$ cat src/rtl/node_inject_queue_pkg.sv
// Shared types for the node injection queue: packet record, output select enum, widths.
package node_inject_pkg;

   localparam int DROP_CNT_W = 8;
   localparam int STARVE_W   = 8;

   typedef struct packed {
      logic [1:0] typ;
      logic       qos;
      logic [5:0] src;
      logic [5:0] tgt;
      logic [7:0] data;
   } pkt_rec_t;

   localparam int PKT_W = $bits(pkt_rec_t);

   typedef enum logic {
      SEL_HI = 1'b0,
      SEL_LO = 1'b1
   } sel_e;

endpackage

$ cat src/rtl/node_inject_queue_if.sv
// Packet valid/ready channel; used for both the core-side input and the node pkt_in output.
interface node_inject_queue_if;

   logic       vld;
   logic       rdy;
   logic [1:0] typ;
   logic       qos;
   logic [5:0] src;
   logic [5:0] tgt;
   logic [7:0] data;

   modport master (output vld, typ, qos, src, tgt, data, input rdy);
   modport slave  (input vld, typ, qos, src, tgt, data, output rdy);

endinterface

$ cat src/rtl/node_inject_queue_fifo.sv
// Circular-buffer packet FIFO with one extra pointer bit to tell full from empty.
module node_inject_fifo
   import node_inject_pkg::*;
#(
   parameter int DEPTH = 4
) (
   input  logic     clk,
   input  logic     rst,
   input  logic     push_i,
   input  logic     pop_i,
   input  pkt_rec_t din_i,
   output logic     full_o,
   output logic     empty_o,
   output pkt_rec_t head_o
);

   localparam int AW = $clog2(DEPTH);

   pkt_rec_t        mem_q [DEPTH];
   logic [AW:0]     wr_ptr_q, wr_ptr_d;
   logic [AW:0]     rd_ptr_q, rd_ptr_d;
   logic            do_push;
   logic            do_pop;

   assign full_o  = (wr_ptr_q[AW] != rd_ptr_q[AW]) &&
                    (wr_ptr_q[AW-1:0] == rd_ptr_q[AW-1:0]);
   assign empty_o = (wr_ptr_q == rd_ptr_q);
   assign head_o  = mem_q[rd_ptr_q[AW-1:0]];

   // A push while full is only taken when the head leaves in the same cycle.
   assign do_pop  = pop_i && !empty_o;
   assign do_push = push_i && (!full_o || do_pop);

   always_comb begin
      wr_ptr_d = wr_ptr_q;
      rd_ptr_d = rd_ptr_q;
      if (do_push) wr_ptr_d = wr_ptr_q + 1'b1;
      if (do_pop)  rd_ptr_d = rd_ptr_q + 1'b1;
   end

   always_ff @(posedge clk or posedge rst) begin
      if (rst) begin
         wr_ptr_q <= '0;
         rd_ptr_q <= '0;
      end else begin
         wr_ptr_q <= wr_ptr_d;
         rd_ptr_q <= rd_ptr_d;
      end
   end

   always_ff @(posedge clk) begin
      if (do_push) mem_q[wr_ptr_q[AW-1:0]] <= din_i;
   end

endmodule

$ cat src/rtl/node_inject_queue.sv
// Core-to-mesh injection stage: power-gate drop filter, hi/lo QoS FIFOs, locked output select.
// Optional starvation guard for the lo FIFO is enabled by defining NODE_INJQ_STARVE_GUARD_EN.
module node_inject_queue
   import node_inject_pkg::*;
#(
   parameter int DEPTH      = 4,
   parameter int STARVE_LIM = 8
) (
   input  logic                  clk,
   input  logic                  rst,
   input  logic                  pg_en_i,
   input  logic [5:0]            pg_node_i,
   node_inject_queue_if.slave    core_i,
   node_inject_queue_if.master   pkt_in_o,
   output logic [DROP_CNT_W-1:0] drop_cnt_o
);

   if (DEPTH < 2 || (DEPTH & (DEPTH - 1)) != 0) begin : g_bad_depth
      $error("node_inject_queue: DEPTH must be a power of 2, at least 2");
   end
   if (STARVE_LIM < 1 || STARVE_LIM > 255) begin : g_bad_lim
      $error("node_inject_queue: STARVE_LIM must be in 1..255");
   end

   pkt_rec_t                core_rec;
   pkt_rec_t                hi_head, lo_head, out_rec;
   logic                    drop, sel_full;
   logic                    hi_full, hi_empty, lo_full, lo_empty;
   logic                    hi_push, lo_push, hi_pop, lo_pop;
   logic                    out_vld, handshake;
   sel_e                    sel_q, sel_d, sel_cur;
   logic                    lock_q, lock_d;
   logic [DROP_CNT_W-1:0]   drop_cnt_q, drop_cnt_d;

   assign core_rec = '{typ: core_i.typ, qos: core_i.qos, src: core_i.src,
                       tgt: core_i.tgt, data: core_i.data};

   // Ready is deliberately not gated by valid so the core can see it before asserting valid.
   assign drop        = pg_en_i && (core_i.tgt == pg_node_i);
   assign sel_full    = core_i.qos ? hi_full : lo_full;
   assign core_i.rdy  = drop || !sel_full;
   assign hi_push     = core_i.vld && !drop &&  core_i.qos && !hi_full;
   assign lo_push     = core_i.vld && !drop && !core_i.qos && !lo_full;

   node_inject_fifo #(.DEPTH(DEPTH)) u_hi_fifo (
      .clk     (clk),
      .rst     (rst),
      .push_i  (hi_push),
      .pop_i   (hi_pop),
      .din_i   (core_rec),
      .full_o  (hi_full),
      .empty_o (hi_empty),
      .head_o  (hi_head)
   );

   node_inject_fifo #(.DEPTH(DEPTH)) u_lo_fifo (
      .clk     (clk),
      .rst     (rst),
      .push_i  (lo_push),
      .pop_i   (lo_pop),
      .din_i   (core_rec),
      .full_o  (lo_full),
      .empty_o (lo_empty),
      .head_o  (lo_head)
   );

`ifdef NODE_INJQ_STARVE_GUARD_EN
   logic [STARVE_W-1:0] starve_q, starve_d;
   logic                starved;

   assign starved = (starve_q == STARVE_W'(STARVE_LIM));

   always_comb begin
      starve_d = starve_q;
      if (lo_pop)
         starve_d = '0;
      else if (hi_pop && !lo_empty && starve_q != '1)
         starve_d = starve_q + 1'b1;
   end

   always_ff @(posedge clk or posedge rst) begin
      if (rst) starve_q <= '0;
      else     starve_q <= starve_d;
   end
`else
   logic starved;
   assign starved = 1'b0;
`endif

   // While locked the stalled packet keeps the output; otherwise hi wins unless lo is starved.
   always_comb begin
      sel_cur = sel_q;
      if (!lock_q) begin
         sel_cur = hi_empty ? SEL_LO : SEL_HI;
         if (starved && !lo_empty) sel_cur = SEL_LO;
      end
   end

   assign out_vld   = (sel_cur == SEL_HI) ? !hi_empty : !lo_empty;
   assign out_rec   = !out_vld ? '0 : ((sel_cur == SEL_HI) ? hi_head : lo_head);
   assign handshake = out_vld && pkt_in_o.rdy;
   assign hi_pop    = handshake && (sel_cur == SEL_HI);
   assign lo_pop    = handshake && (sel_cur == SEL_LO);

   assign pkt_in_o.vld  = out_vld;
   assign pkt_in_o.typ  = out_rec.typ;
   assign pkt_in_o.qos  = out_rec.qos;
   assign pkt_in_o.src  = out_rec.src;
   assign pkt_in_o.tgt  = out_rec.tgt;
   assign pkt_in_o.data = out_rec.data;
   assign drop_cnt_o    = drop_cnt_q;

   always_comb begin
      sel_d      = sel_cur;
      lock_d     = lock_q;
      drop_cnt_d = drop_cnt_q;
      if (handshake)
         lock_d = 1'b0;
      else if (out_vld)
         lock_d = 1'b1;
      if (core_i.vld && drop && drop_cnt_q != '1)
         drop_cnt_d = drop_cnt_q + 1'b1;
   end

   always_ff @(posedge clk or posedge rst) begin
      if (rst) begin
         sel_q      <= SEL_HI;
         lock_q     <= 1'b0;
         drop_cnt_q <= '0;
      end else begin
         sel_q      <= sel_d;
         lock_q     <= lock_d;
         drop_cnt_q <= drop_cnt_d;
      end
   end

endmodule
$ cat src/flat_wrapper.sv
// flat-port wrapper written by rule: the top's interface ports become plain ports
module node_inject_queue_flat import node_inject_pkg::*;
#(
   parameter int DEPTH      = 4,
   parameter int STARVE_LIM = 8
)
  (clk, rst, pg_en_i, pg_node_i, drop_cnt_o, core_i_vld, core_i_typ, core_i_qos, core_i_src, core_i_tgt, core_i_data, core_i_rdy, pkt_in_o_vld, pkt_in_o_typ, pkt_in_o_qos, pkt_in_o_src, pkt_in_o_tgt, pkt_in_o_data, pkt_in_o_rdy);
  node_inject_queue_if core_i_i ();
  node_inject_queue_if pkt_in_o_i ();
  input  logic clk;
  input  logic rst;
  input  logic pg_en_i;
  input  logic [5:0] pg_node_i;
  output logic [DROP_CNT_W-1:0] drop_cnt_o;
  input wire logic [$bits(core_i_i.vld)-1:0] core_i_vld;
  input wire logic [$bits(core_i_i.typ)-1:0] core_i_typ;
  input wire logic [$bits(core_i_i.qos)-1:0] core_i_qos;
  input wire logic [$bits(core_i_i.src)-1:0] core_i_src;
  input wire logic [$bits(core_i_i.tgt)-1:0] core_i_tgt;
  input wire logic [$bits(core_i_i.data)-1:0] core_i_data;
  output wire logic [$bits(core_i_i.rdy)-1:0] core_i_rdy;
  output wire logic [$bits(pkt_in_o_i.vld)-1:0] pkt_in_o_vld;
  output wire logic [$bits(pkt_in_o_i.typ)-1:0] pkt_in_o_typ;
  output wire logic [$bits(pkt_in_o_i.qos)-1:0] pkt_in_o_qos;
  output wire logic [$bits(pkt_in_o_i.src)-1:0] pkt_in_o_src;
  output wire logic [$bits(pkt_in_o_i.tgt)-1:0] pkt_in_o_tgt;
  output wire logic [$bits(pkt_in_o_i.data)-1:0] pkt_in_o_data;
  input wire logic [$bits(pkt_in_o_i.rdy)-1:0] pkt_in_o_rdy;
  assign core_i_i.vld = core_i_vld;
  assign core_i_i.typ = core_i_typ;
  assign core_i_i.qos = core_i_qos;
  assign core_i_i.src = core_i_src;
  assign core_i_i.tgt = core_i_tgt;
  assign core_i_i.data = core_i_data;
  assign core_i_rdy = core_i_i.rdy;
  assign pkt_in_o_vld = pkt_in_o_i.vld;
  assign pkt_in_o_typ = pkt_in_o_i.typ;
  assign pkt_in_o_qos = pkt_in_o_i.qos;
  assign pkt_in_o_src = pkt_in_o_i.src;
  assign pkt_in_o_tgt = pkt_in_o_i.tgt;
  assign pkt_in_o_data = pkt_in_o_i.data;
  assign pkt_in_o_i.rdy = pkt_in_o_rdy;
  node_inject_queue #(.DEPTH(DEPTH), .STARVE_LIM(STARVE_LIM)) u_core (.clk(clk), .rst(rst), .pg_en_i(pg_en_i), .pg_node_i(pg_node_i), .core_i(core_i_i), .pkt_in_o(pkt_in_o_i), .drop_cnt_o(drop_cnt_o));
endmodule
$ cat config.mk
export PLATFORM = sky130hd
export DESIGN_NAME = node_inject_queue_flat
export DESIGN_NICKNAME = d
export VERILOG_FILES = /design/src/rtl/node_inject_queue_pkg.sv /design/src/rtl/node_inject_queue_if.sv /design/src/rtl/node_inject_queue_fifo.sv /design/src/rtl/node_inject_queue.sv /design/src/flat_wrapper.sv
export SDC_FILE = /design/constraint.sdc
export NUM_CORES = 1
export LEC_CHECK = 0
export BUFFER_PORTS_ARGS = -buffer_cell sky130_fd_sc_hd__buf_2
export CORE_MARGIN = 3
export CORE_UTILIZATION = 35
export DETAILED_ROUTE_END_ITERATION = 16
export REMOVE_ABC_BUFFERS = 1
export SKIP_CTS_REPAIR_TIMING = 1
export SYNTH_ARGS = -nofsm -noshare
export SYNTH_HDL_FRONTEND = slang
export SYNTH_SLANG_ARGS = --single-unit
export TNS_END_PERCENT = 20
$ cat constraint.sdc
create_clock -name clk -period 3.53 [get_ports clk]
set_input_delay 0.1765 -clock clk [delete_from_list [all_inputs] [get_ports clk]]
set_output_delay 0.1765 -clock clk [all_outputs]
set_load 0.02 [all_outputs]
==> results of run 1 <==
[metrics by stage]
step | util | cell area, um2 | power [W] | std cells
after detailed placement | 0.392 | 9280 | 0.00646 | 811
after floorplan | - | 8380 | 0.00541 | 408
final | 0.432 | 10200 | 0.00872 | 871
after global placement | 0.392 | 9280 | 0.00641 | 811
after CTS | 0.424 | 10000 | 0.00886 | 852
after global routing | 0.432 | 10200 | 0.00923 | 871
[cell type report]
cell class / instances / area (um2)
multi-input cells: 190 / 2280
well taps: 319 / 399
fillers: 2139 / 13500
clock buffers: 31 / 616
inverters: 12 / 45.0
repair buffers: 103 / 668
flip-flops and latches: 206 / 6080
clock inverters: 10 / 145
[cell families (layout without fill, tap and decap cells)]
| logic type | Yosys count | in the layout |
|---|---|---|
| AOI/OAI and AO/OA | 11 | 11 |
| muxes | 74 | 74 |
| buffers and inverters | 33 | 156 |
| and+or+nand+nor | 64 | 64 |
| xor gates and xnor gates | 30 | 30 |
| DFF | 206 | 206 |
| adders and majority gates | 11 | 11 |
[final timing paths]
| kind | startpoint | endpoint | slack (ps) | depth (start not counted) |
|---|---|---|---|---|
| hold / removal | core_i_data[5] | u_core.u_lo_fifo.mem_q[2][5] | -10 | 1 |
| setup / recovery | u_core.u_hi_fifo.rd_ptr_q[2] | pkt_in_o_qos | 540 | 6 |
| setup reg to reg | u_core.u_hi_fifo.rd_ptr_q[1] | u_core.u_hi_fifo.mem_q[2][5] | 1190 | 6 |
| max in group asynchronous | rst | u_core.u_hi_fifo.rd_ptr_q[0] | 2480 | 3 |
| hold reg to reg | u_core.u_hi_fifo.wr_ptr_q[2] | u_core.u_hi_fifo.wr_ptr_q[2] | 490 | 1 |
| min in group asynchronous | rst | u_core.u_hi_fifo.rd_ptr_q[1] | 420 | 3 |
[cells in the mapped netlist, types with 2 or more instances]
cell type,instances
sky130_fd_sc_hd__nor2_1,7
sky130_fd_sc_hd__o21ai_0,2
sky130_fd_sc_hd__and2_1,3
sky130_fd_sc_hd__dfrtp_1,22
sky130_fd_sc_hd__inv_1,12
sky130_fd_sc_hd__nor3_2,19
sky130_fd_sc_hd__clkbuf_1,7
sky130_fd_sc_hd__nand2_1,5
sky130_fd_sc_hd__edfxtp_1,184
sky130_fd_sc_hd__mux2_2,4
sky130_fd_sc_hd__mux4_2,46
sky130_fd_sc_hd__nor4_1,3
sky130_fd_sc_hd__nor4b_1,3
sky130_fd_sc_hd__ha_1,11
sky130_fd_sc_hd__buf_4,4
sky130_fd_sc_hd__buf_6,3
sky130_fd_sc_hd__nand4_1,5
sky130_fd_sc_hd__buf_2,5
sky130_fd_sc_hd__xor2_1,12
sky130_fd_sc_hd__nand3_1,8
sky130_fd_sc_hd__xnor2_1,18
sky130_fd_sc_hd__nor3_1,6
sky130_fd_sc_hd__mux2i_1,23
sky130_fd_sc_hd__nor2_2,2
[cells in the final DEF (no fill, tap or decap), types with 2 or more instances in the layout]
master,Yosys,layout
sky130_fd_sc_hd__nor2_2,2,4
sky130_fd_sc_hd__clkbuf_16,0,23
sky130_fd_sc_hd__and2_1,3,3
sky130_fd_sc_hd__ha_1,11,11
sky130_fd_sc_hd__o21ai_0,2,2
sky130_fd_sc_hd__dfrtp_1,22,20
sky130_fd_sc_hd__mux2_2,4,4
sky130_fd_sc_hd__nor4_1,3,3
sky130_fd_sc_hd__mux4_2,46,46
sky130_fd_sc_hd__nand2_1,5,5
sky130_fd_sc_hd__xnor2_1,18,18
sky130_fd_sc_hd__inv_1,12,12
sky130_fd_sc_hd__nand4_1,5,5
sky130_fd_sc_hd__mux2i_1,23,23
sky130_fd_sc_hd__nor2_1,7,4
sky130_fd_sc_hd__nor4b_1,3,3
sky130_fd_sc_hd__clkinv_1,0,4
sky130_fd_sc_hd__nor3_1,6,6
sky130_fd_sc_hd__edfxtp_1,184,184
sky130_fd_sc_hd__buf_4,4,17
sky130_fd_sc_hd__clkbuf_1,7,7
sky130_fd_sc_hd__clkinv_2,0,2
sky130_fd_sc_hd__dlygate4sd3_1,0,19
sky130_fd_sc_hd__bufinv_16,0,4
sky130_fd_sc_hd__nand3_1,8,8
sky130_fd_sc_hd__buf_2,5,66
sky130_fd_sc_hd__dfrtp_2,0,2
sky130_fd_sc_hd__nor3_2,19,19
sky130_fd_sc_hd__xor2_1,12,12
[sequential cells by signal (all words and copies together) (netlist names)]
name	flops
u_core.lock_q	1
u_core.u_lo_fifo.wr_ptr_q	3
u_core.u_hi_fifo.rd_ptr_q	3
u_core.u_hi_fifo.wr_ptr_q	3
u_core.sel_q	1
u_core.u_hi_fifo.mem_q	92
u_core.u_lo_fifo.mem_q	92
u_core.u_lo_fifo.rd_ptr_q	3
u_core.drop_cnt_o	8
[per-layer routing]
metal  vias to the layer above  global-route usage
li1                       1936                   -
met1                      2185               0.185
met2                       118               0.231
met3                        28              0.0273
met4                         0              0.0357
met5                         -                   0
[power groups by stage]
stage	clock [W]	combinational [W]	sequential [W]
after global routing	0.00255	0.00348	0.00320
after global placement	0	0.00322	0.00319
final	0.00237	0.00318	0.00316
after CTS	0.00243	0.00326	0.00317
after floorplan	0	0.00204	0.00337
after detailed placement	0	0.00325	0.00321
==> load_flow_metrics.sql, run 1 <==
INSERT INTO impl_metrics (metric_group, metric, value, unit) VALUES
('layout', 'num_antenna_cells', '0', ''),
('floorplanning', 'ios', '67', ''),
('floorplanning', 'die-area', '26300', 'um2'),
('setup_path', 'worstPathRequired', '3350', 'ps'),
('synth', 'synth-seq-area-share', '0.713', ''),
('synth', 'synthArstFlopShare', '0.107', ''),
('timing', 'max_freq', '334', 'MHz'),
('synth', 'yosysWarningCount', '0', ''),
('clocking', 'worst_skew_pair.late_latency', '490', 'ps'),
('synth', 'synth_compound_area_frac', '0.0107', ''),
('setup_path', 'cp-start-kind', 'flip-flop', ''),
('setup_path', 'cpLargestDelayFamily', 'simple AND/OR/NAND/NOR gates', ''),
('clocking', 'ctsRootBufferMaster', 'sky130_fd_sc_hd__clkbuf_16', ''),
('timing', 'clock_skew', '18.2', 'ps'),
('timing', 'slew_headroom', '0.393', ''),
('synth', 'synthXorXnorAreaFrac', '0.0308', ''),
('global_routing', 'grt_start_max_net_pins', '27', ''),
('timing', 'setup_viol', '0', ''),
('floorplanning', 'initial_utilization', '0.360', ''),
('floorplanning', 'coreArea', '23700', 'um2'),
('pwr', 'power.density_cell_area', '852', 'nW/um2'),
('detailed_routing', 'first_pass_iters', '4', ''),
('synth', 'synthMuxAreaShare', '0.155', ''),
('timing', 'finalHoldViolations', '8', ''),
('global_routing', 'grt_pass1_vias', '4643', ''),
('detailed_routing', 'detail_route.iter0.violations', '319', ''),
('detailed_routing', 'wl_per_cell', '20.3', 'um'),
('detailed_routing', 'wl_met1', '7310', 'um'),
('placed_design', 'dp_slack', '1020', 'ps'),
('global_routing', 'antenna_found_initial', '0', ''),
('pwr', 'cell_internal_pwr', '0.00583', 'W'),
('setup_path', 'worst_setup_path_end_kind', 'output pin', ''),
('timing', 'slew_viol_final', '0', ''),
('synth', 'synthesis.area_per_instance', '19.9', 'um2'),
('global_routing', 'global_route_wire_length_before_repair', '27400', 'um'),
('status', 'failed_checks', 'hold timing', ''),
('detailed_routing', 'top_layer', 'met4', ''),
('synth', 'synth_seq_cells', '206', ''),
('synth', 'synth_top_family_by_area', 'multiplexers', ''),
('min_path', 'hold_class', 'in2reg', ''),
('pwr', 'seq_power_share', '0.363', ''),
('floorplanning', 'floorplan.die.width', '162', 'um'),
('timing', 'transition_time_at_the_pin_with_the_least_slew_margin', '909', 'ps'),
('clocking', 'clock_tree.htree_level_count', '1', ''),
('setup_path', 'worst-endpoint-arrival', '2820', 'ps'),
('synth', 'yosys.area.top_type_share', '0.648', ''),
('setup_path', 'crit_path_max_fanout', '17', ''),
('timing', 'timing.setup.tns', '0', 'ps'),
('pwr', 'netSwitchingPower', '0.00289', 'W'),
('clocking', 'cts-root-to-sink-buffers', '3', ''),
('timing', 'period_utilization_post_route', '0.848', ''),
('pwr', 'power.share.combinational', '0.365', ''),
('pwr', 'pwr-share-clk', '0.272', ''),
('setup_path', 'path_buf_inv', '2', ''),
('pwr', 'ir_drop', '0.000459', 'V'),
('clocking', 'cts_num_sinks', '206', ''),
('detailed_routing', 'post_drt_via_cell_ratio', '4.90', ''),
('status', 'run_status', 'finished with violations', ''),
('synth', 'synth_cell_type_count', '39', ''),
('setup_path', 'cpMaxStageDelayCell', 'sky130_fd_sc_hd__or4_4', ''),
('setup_path', 'cp_cell_sequence', 'xor2_1 > or4_4 > a21boi_4 > buf_4 > nor3_2 > buf_2', ''),
('detailed_routing', 'total_wirelength_of_the_detailed_routed_design', '17700', 'um'),
('synth', 'post_synth_fa_ha_maj_area_fraction', '0.0161', ''),
('clocking', 'tritoncts', 'yes', ''),
('synth', 'synth_ff_type', 'sky130_fd_sc_hd__edfxtp_1', ''),
('clocking', 'numCtsBuffers', '23', ''),
('global_routing', 'grt_overflow_total', '0', ''),
('timing', 'unrepaired_setup_endpoints_after_global_routing', 'false', ''),
('timing', 'hold-worst-slack', '-10.4', 'ps'),
('synth', 'mappedNetlistArea', '8530', 'um2'),
('global_routing', 'grt_use_total', '0.137', '');
(Power assumes the default switching activity.)
==> run 2, diff against run 1 <==
clock period = 2.75 ns   (was 3.53 ns; I/O delays follow)
==> run 2 against run 1 <==
Compared with the run above: the run now ends clean; clock skew is 5.2 ps lower; sequential cell count is the same; sequential share of layout area decreased by 0.76 points.
==> load_flow_metrics.sql, run 2 (synthesis gave the netlist of run 1 again) <==
INSERT INTO impl_metrics (metric_group, metric, value, unit) VALUES
('status', 'run_status', 'finished, final reports clean', ''),
('timing', 'finalHoldViolations', '0', ''),
('timing', 'slew_headroom', '0.408', ''),
('floorplanning', 'floorplan.die.width', '162', 'um'),
('detailed_routing', 'dr_total_vias', '4368', ''),
('placed_design', 'port_buffers', '66', ''),
('detailed_routing', 'wl_per_cell', '20.0', 'um'),
('setup_path', 'setup.reg_to_reg.worst_slack', '560', 'ps'),
('placed_design', 'dp_hpwl', '10800', 'um'),
('detailed_routing', 'total_wirelength_of_the_detailed_routed_design', '17700', 'um'),
('clocking', 'cts-root-to-sink-buffers', '3', ''),
('placed_design', 'dp_slack', '558', 'ps'),
('timing', 'max_freq', '383', 'MHz'),
('clocking', 'clock_tree.htree_level_count', '1', ''),
('setup_path', 'crit_path_max_fanout', '15', ''),
('layout', 'layout.cells.non_filler', '884', ''),
('layout', 'num_antenna_cells', '0', ''),
('clocking', 'cts.clk_slew.worst_paths', '60', 'ps'),
('timing', 'setup_viol', '0', ''),
('placed_design', 'placed_cells_incl_taps', '818', ''),
('detailed_routing', 'detail_route.iter0.violations', '263', ''),
('global_routing', 'grt_pass1_vias', '4671', ''),
('min_path', 'hold_class', 'in2reg', ''),
('floorplanning', 'std_cell_rows', '56', ''),
('detailed_routing', 'drt_drc_violations_left', '0', ''),
('global_routing', 'grt_overflow_total', '0', ''),
('layout', 'layout.cells.most_common_list', 'sky130_fd_sc_hd__edfxtp_1, sky130_fd_sc_hd__buf_2, sky130_fd_sc_hd__mux4_2', ''),
('layout', 'most_common_cell_after_layout_fill_and_taps_aside', 'sky130_fd_sc_hd__edfxtp_1', ''),
('placed_design', 'routabilityCongestion', '0.797', ''),
('detailed_routing', 'post_drt_via_cell_ratio', '4.94', ''),
('detailed_routing', 'met2RoutedLength', '8750', 'um'),
('setup_path', 'cpMaxStageDelayCell', 'sky130_fd_sc_hd__dfrtp_2', ''),
('floorplanning', 'initial_utilization', '0.360', ''),
('global_routing', 'grt_use_total', '0.137', ''),
('timing', 'unrepaired_setup_endpoints_after_global_routing', 'true', ''),
('pwr', 'ir_drop', '0.000471', 'V'),
('layout', 'design.final.nets', '593', ''),
('pwr', 'power_leakage', '3.65', 'nW'),
('layout', 'area.growth.synth_to_final', '21.5', '%'),
('floorplanning', 'die-area', '26300', 'um2'),
('detailed_routing', 'postRouteAntennaNets', '0', ''),
('setup_path', 'worstPathRequired', '2610', 'ps'),
('setup_path', 'worst-endpoint-arrival', '2480', 'ps'),
('setup_path', 'worst_setup_path_end_kind', 'output pin', ''),
('detailed_routing', 'top_layer', 'met4', ''),
('clocking', 'tritoncts', 'yes', ''),
('layout', 'post_route_cells_drive_above_1_share', '0.361', ''),
('clocking', 'numCtsBuffers', '23', ''),
('timing', 'final_critical_path_setup_slack', '137', 'ps'),
('job', 'max_cap_viol_count', '0', ''),
('clocking', 'ctsRootBufferMaster', 'sky130_fd_sc_hd__clkbuf_16', ''),
('setup_path', 'cpLargestDelayFamily', 'simple AND/OR/NAND/NOR gates', ''),
('floorplanning', 'ios', '67', ''),
('detailed_routing', 'first_pass_iters', '4', ''),
('setup_path', 'worst-setup-path-type', 'reg2out', ''),
('setup_path', 'cp-start-kind', 'flip-flop', ''),
('timing', 'transition_time_at_the_pin_with_the_least_slew_margin', '886', 'ps'),
('detailed_routing', 'wl_met1', '7600', 'um'),
('pwr', 'power.density_cell_area', '1080', 'nW/um2'),
('global_routing', 'antenna_found_initial', '0', ''),
('detailed_routing', 'met3_wirelength', '926', 'um'),
('timing', 'slew_viol_final', '0', ''),
('setup_path', 'cp_slowest_stage_delay', '520', 'ps'),
('setup_path', 'path_buf_inv', '2', ''),
('timing', 'final_period_demand_of_the_worst_path', '2610', 'ps'),
('timing', 'clock_skew', '13.0', 'ps'),
('floorplanning', 'coreArea', '23700', 'um2'),
('clocking', 'cts_num_sinks', '206', ''),
('timing', 'period_utilization_post_route', '0.950', ''),
('setup_path', 'cp_cell_sequence', 'xor2_1 > or4_4 > a21boi_4 > buf_6 > nor3_2 > buf_2', ''),
('global_routing', 'grt_start_max_net_pins', '26', ''),
('floorplanning', 'die-height', '162', 'um'),
('global_routing', 'global_route_wire_length_before_repair', '27300', 'um'),
('clocking', 'worst_skew_pair.late_latency', '500', 'ps');
==> run 2: per-stage QoR <==
step / instance area (um2) / setup TNS [ps] / hold WS, ps / utilization / total power, W
floorplan: 8380 / -125950 / 127 / - / 0.00694
detailed placement: 9350 / 0 / 366 / 0.395 / 0.00833
CTS: 10100 / 0 / -155 / 0.427 / 0.0114
global placement: 9350 / 0 / 361 / 0.395 / 0.00827
finish: 10400 / 0 / 11.3 / 0.437 / 0.0112
global route: 10400 / -83.7 / 4.71 / 0.437 / 0.0119
==> run 2: layer usage <==
metal	vias up	global-route usage
met4	0	0.0361
met3	30	0.0242
met5	-	0
met1	2258	0.186
met2	122	0.229
li1	1958	-
==> run 2: worst paths after layout <==
path / startpoint / endpoint / cells past startpoint
setup reg to reg: u_core.u_hi_fifo.rd_ptr_q[1] / u_core.u_hi_fifo.mem_q[1][2] / 6
setup / recovery: u_core.u_hi_fifo.rd_ptr_q[0] / pkt_in_o_qos / 6
max in group asynchronous: rst / u_core.u_lo_fifo.rd_ptr_q[0] / 3
min in group asynchronous: rst / u_core.u_hi_fifo.wr_ptr_q[1] / 3
hold / removal: core_i_qos / u_core.u_hi_fifo.mem_q[0][20] / 1
hold reg to reg: u_core.drop_cnt_o[7] / u_core.drop_cnt_o[7] / 1
==> run 2: layout make-up <==
cell class                 count  area (um2)
inverter                      12        45.0
multi-input combinational    190        2280
clock inverter                15         148
tap                          319         399
sequential                   206        6080
timing repair buffer         115         803
clock buffer                  27         611
fill                        2137       13300
==> run 2: power breakdown <==
group / leakage, nW / switching, W / internal, W / total [W]
Combinational: 1.33 / 0.00238 / 0.00175 / 0.00413
Sequential: 1.95 / 0.000219 / 0.00387 / 0.00409
Clock: 0.370 / 0.00116 / 0.00186 / 0.00302
Total: 3.65 / 0.00376 / 0.00748 / 0.0112
